**src/rtl/rom_access_arbiter.sv**
```systemverilog
// ============================================================================
// rom_access_arbiter : round-robin sharing of one ROM read port by two ports
// Rev 1.0
// ============================================================================
`default_nettype none

module rom_access_arbiter #(
  parameter int ADDR_W  = 8,
  parameter int DATA_W  = 8,
  parameter int ROM_LAT = 1
) (
  input  logic              clk_ARB,
  input  logic              rst_ARB,
  input  logic              req0_ARB,
  input  logic [ADDR_W-1:0] addr0_ARB,
  output logic              gnt0_ARB,
  output logic              vld0_ARB,
  input  logic              req1_ARB,
  input  logic [ADDR_W-1:0] addr1_ARB,
  output logic              gnt1_ARB,
  output logic              vld1_ARB,
  output logic [DATA_W-1:0] rdata_ARB,
  output logic [ADDR_W-1:0] addr_ROM,
  input  logic [DATA_W-1:0] data_ROM,
  output logic              busy_ARB
);

  localparam int CNT_W = 3;

  typedef enum logic [1:0] {
    S_IDLE = 2'd0,
    S_WAIT = 2'd1,
    S_RESP = 2'd2
  } state_t;

  state_t            r_state;
  logic              r_rr;
  logic              r_port;
  logic [CNT_W-1:0]  r_cnt;
  logic              r_gnt0;
  logic              r_gnt1;
  logic              r_vld0;
  logic              r_vld1;
  logic              r_busy;
  logic [ADDR_W-1:0] r_addr;
  logic [DATA_W-1:0] r_rdata;

  logic              w_any_req;
  logic              w_win_port;

  // r_rr names the preferred port: the one not served most recently
  assign w_any_req  = req0_ARB | req1_ARB;
  assign w_win_port = (req0_ARB & req1_ARB) ? r_rr : req1_ARB;

  always_ff @(posedge clk_ARB or posedge rst_ARB) begin
    if (rst_ARB) begin
      r_state <= S_IDLE;
      r_rr    <= 1'b0;
      r_port  <= 1'b0;
      r_cnt   <= '0;
      r_gnt0  <= 1'b0;
      r_gnt1  <= 1'b0;
      r_vld0  <= 1'b0;
      r_vld1  <= 1'b0;
      r_busy  <= 1'b0;
      r_addr  <= '0;
      r_rdata <= '0;
    end else begin
      r_gnt0 <= 1'b0;
      r_gnt1 <= 1'b0;
      r_vld0 <= 1'b0;
      r_vld1 <= 1'b0;
      case (r_state)
        S_IDLE, S_RESP: begin
          if (w_any_req) begin
            r_gnt0  <= ~w_win_port;
            r_gnt1  <= w_win_port;
            r_addr  <= w_win_port ? addr1_ARB : addr0_ARB;
            r_port  <= w_win_port;
            r_rr    <= ~w_win_port;
            r_cnt   <= CNT_W'(ROM_LAT);
            r_busy  <= 1'b1;
            r_state <= S_WAIT;
          end else begin
            r_busy  <= 1'b0;
            r_state <= S_IDLE;
          end
        end
        S_WAIT: begin
          // Address went out in the grant cycle; data is on the bus once the count is spent
          if (r_cnt == '0) begin
            r_rdata <= data_ROM;
            r_vld0  <= ~r_port;
            r_vld1  <= r_port;
            r_state <= S_RESP;
          end else begin
            r_cnt <= r_cnt - CNT_W'(1);
          end
        end
        default: begin
          r_busy  <= 1'b0;
          r_state <= S_IDLE;
        end
      endcase
    end
  end

  assign gnt0_ARB  = r_gnt0;
  assign gnt1_ARB  = r_gnt1;
  assign vld0_ARB  = r_vld0;
  assign vld1_ARB  = r_vld1;
  assign busy_ARB  = r_busy;
  assign addr_ROM  = r_addr;
  assign rdata_ARB = r_rdata;

endmodule

`default_nettype wire

```
**config.mk**
```make
export PLATFORM = sky130hd
export DESIGN_NAME = rom_access_arbiter
export DESIGN_NICKNAME = d
export VERILOG_FILES = /design/src/rtl/rom_access_arbiter.sv
export SDC_FILE = /design/constraint.sdc
export NUM_CORES = 1
export LEC_CHECK = 0
export BUFFER_PORTS_ARGS = -buffer_cell sky130_fd_sc_hd__buf_4
export CORE_MARGIN = 1.5
export CORE_UTILIZATION = 50
export CTS_CLUSTER_SIZE = 12
export DETAILED_ROUTE_END_ITERATION = 8
export GPL_ROUTABILITY_DRIVEN = 0
export PLACE_DENSITY = 0.82
export SYNTH_ARGS = -nofsm -noshare
export SYNTH_HDL_FRONTEND = slang
export SYNTH_SLANG_ARGS = --single-unit
```
**constraint.sdc**
```tcl
create_clock -name clk_ARB -period 3.07 [get_ports clk_ARB]
set_input_delay 0.307 -clock clk_ARB [delete_from_list [all_inputs] [get_ports clk_ARB]]
set_output_delay 0.307 -clock clk_ARB [all_outputs]
set_load 0.02 [all_outputs]
```
==> flow_summary.json <==
{
  "cts.sinks": 28,
  "setup_slack_ns": 1.55,
  "clk_latency_ns": 0.32,
  "reg2reg_to": "r_cnt[2]$_DFFE_PP0P_",
  "worstPathRequired_ns": 3.29,
  "wl_per_cell_um": 14.6,
  "vias": 977,
  "synth.distinct_cells": 21,
  "route.detailed.drc": 0,
  "clockRootBuffer": "clkbuf_4",
  "path_cells": "inv_1, ha_1, ha_1, nor3b_2, nor2_2, o2bb2ai_1",
  "critPathCaptureType": "flip-flop",
  "hp-start": "data_ROM[1]",
  "slew_headroom": 0.313,
  "totalNegativeSetupSlack_ns": 0,
  "cts_buffers": 3,
  "period_minus_slack_ns": 1.52,
  "synth.area.top_cells": "dfrtp_1 57%, mux2_4 9.9%, o21ai_0 4.5%",
  "area_growth_pct": 33.8,
  "fmax_mhz": 657,
  "crit_family": "adder cells",
  "cts_htree_levels": 1,
  "rows": 17,
  "synth_cells": 105,
  "cts_tree": "yes",
  "grt_usage": 0.214,
  "pre_cts_slack_ns": 1.57,
  "start_kind": "flip-flop",
  "p_leak_nw": 0.828,
  "rr_worst_depth": 6,
  "power.density_mw_per_mm2": 1050,
  "io_pins": 49,
  "synth-adder-area-share": 0.0205,
  "whs_path_depth": 2,
  "cp_max_fo": 4,
  "clk_pin_slew_worst_paths_ns": 0.15,
  "cts_resized": 0,
  "rsz0062_at_grt": "false",
  "drive_gt1_frac": 0.431,
  "finish.utilization": 0.723,
  "cp_common_cell": "ha_1",
  "min_to": "rdata_ARB[1]$_DFFE_PP0P_",
  "clock-skew-final_ns": 0.00435,
  "crit_arrival_ns": 1.74,
  "hold_class": "input pin to flip-flop",
  "power_frac_comb": 0.517,
  "antenna_left": 0,
  "yosys_warnings": 0,
  "yosysSeqAreaShare": 0.575,
  "slew_viol_final": 0,
  "dieArea_mm2": 0.00274,
  "coreArea_mm2": 0.00225,
  "timing.rr.start": "r_cnt[0]$_DFFE_PP0P_",
  "outcome": "finished clean",
  "layout.nets": 184,
  "cap_violations": 0,
  "placedInstanceArea_mm2": 0.00159,
  "grt_pass1_vias": 964,
  "synth_area_mm2": 0.00122,
  "syn_nets": 135,
  "setup_viol": 0,
  "critPathKind": "flip-flop to flip-flop",
  "ys_ff_latch": 28,
  "switching_share": 0.395,
  "holdBufCountCts": 0,
  "synth-simple-area-share": 0.109,
  "nFillCells": 170,
  "layout_commonest_cell": "buf_4",
  "synth.avg_cell_area_um2": 11.6,
  "initial_core_util": 0.541,
  "seqPwrFrac": 0.380,
  "antenna_found_initial": 0,
  "synth_compound_area_frac": 0.159,
  "wirelength_mm": 2.64,
  "synth_top_family_by_area": "compound AO/OA/AOI/OAI gates",
  "p_int_mw": 1.04,
  "cts_max_path_buffers": 2,
  "dieHeight_um": 52.4,
  "overflow": 0,
  "post_cts.repair.setup_buffers": 0,
  "crit_path_start": "r_cnt[0]$_DFFE_PP0P_",
  "mostFrequentLayoutCells": "48 x buf_4, 28 x dfrtp_1, 11 x o21ai_0",
  "synth_top_area_cell": "dfrtp_1",
  "first_pass_iters": 4,
  "grt_pass1_wl_mm": 4.32,
  "port-buffer-count": 48,
  "path_buf_inv": 1,
  "cpPeakStageDelay_ns": 0.39,
  "dieWidth_um": 52.4,
  "finalCritPeriodShare": 0.496,
  "synth_xor_area_frac": 0,
  "grt_max_degree": 29,
  "power.switching_mw": 0.677,
  "post-dp-hpwl_mm": 1.94,
  "drt-initial-drc-count": 23,
  "power_mw": 1.71,
  "clkPwrFrac": 0.104,
  "antenna_cells": 0,
  "cp_slowest_cell": "dfrtp_1",
  "via_per_inst": 5.40,
  "synthMuxAreaShare": 0.0986,
  "finalInstanceArea_mm2": 0.00163,
  "synth_top_area_frac": 0.575,
  "tightest_slew_ns": 1.03,
  "finalHoldViolCount": 0,
  "r2r_slack_ns": 1.55,
  "ir_drop_mv": 0.679
}
## cell usage after synthesis, drive strengths merged
library cell,n
dfrtp,28
nor2,11
o21ai,11
a21oi,10
a31oi,8
mux2,8
inv,7
nand2,5
buf,4
ha,2
nand2b,2
o2bb2ai,2
and2b,1
and3,1
nor2b,1
nor3,1
nor3b,1
o21ba,1
o21bai,1
## logic make-up (layout without fill, tap and decap cells)
family,after synthesis,count (layout)
mux,8,8
buf+inv,11,59
fa+ha+maj,2,2
simple gates,23,23
compound gates,33,33
flops,28,28
## area by class of cell
type	instances	area, µm²	share of cell area
timing repair buffer	48	360	0.221
multi-input combinational	66	472	0.289
inverter	7	26.3	0.0161
clock buffer	4	36.3	0.0223
sequential	28	701	0.430
tap	28	35.0	0.0215
## power groups by stage
stage	clock network (mW)	registers [mW]	logic, mW
2_1_floorplan	0	0.794	0.433
3_3_place_gp	0	0.644	0.866
3_5_place_dp	0	0.653	0.896
4_1_cts	0.180	0.649	0.896
5_1_grt	0.194	0.669	0.972
6_report	0.178	0.650	0.885
## metal layers
metal,GRT usage,wire [µm],vias up
met1,0.289,1140,475
met2,0.365,1320,42
met3,0.0314,175,2
met5,0,0,-
li1,-,-,458
met4,0.0513,9,0
## flip-flops by register name, indices dropped and copies added, names as in the netlist
register	count
addr_ROM	8
busy_ARB	1
gnt0_ARB	1
gnt1_ARB	1
r_cnt	3
r_port	1
r_rr	1
r_state	2
rdata_ARB	8
vld0_ARB	1
vld1_ARB	1
## worst max path at each step
stage	end	slack (ns)	cells past startpoint
final	r_cnt[2]$_DFFE_PP0P_	1.55	6
after global routing	r_cnt[2]$_DFFE_PP0P_	1.43	6
after CTS	r_cnt[2]$_DFFE_PP0P_	1.54	6
after detailed placement	r_cnt[2]$_DFFE_PP0P_	1.57	6
after global placement	r_cnt[1]$_DFFE_PP0P_	1.63	6
after floorplan	rdata_ARB[0]$_DFFE_PP0P_	1.69	5
## stage by stage
stage,instances,hold slack [ns]
3_3_place_gp,177,0.453
6_report,181,0.199
4_1_cts,181,0.197
2_1_floorplan,105,0.372
5_1_grt,181,0.187
3_5_place_dp,177,0.465
(Power assumes the default switching activity.)
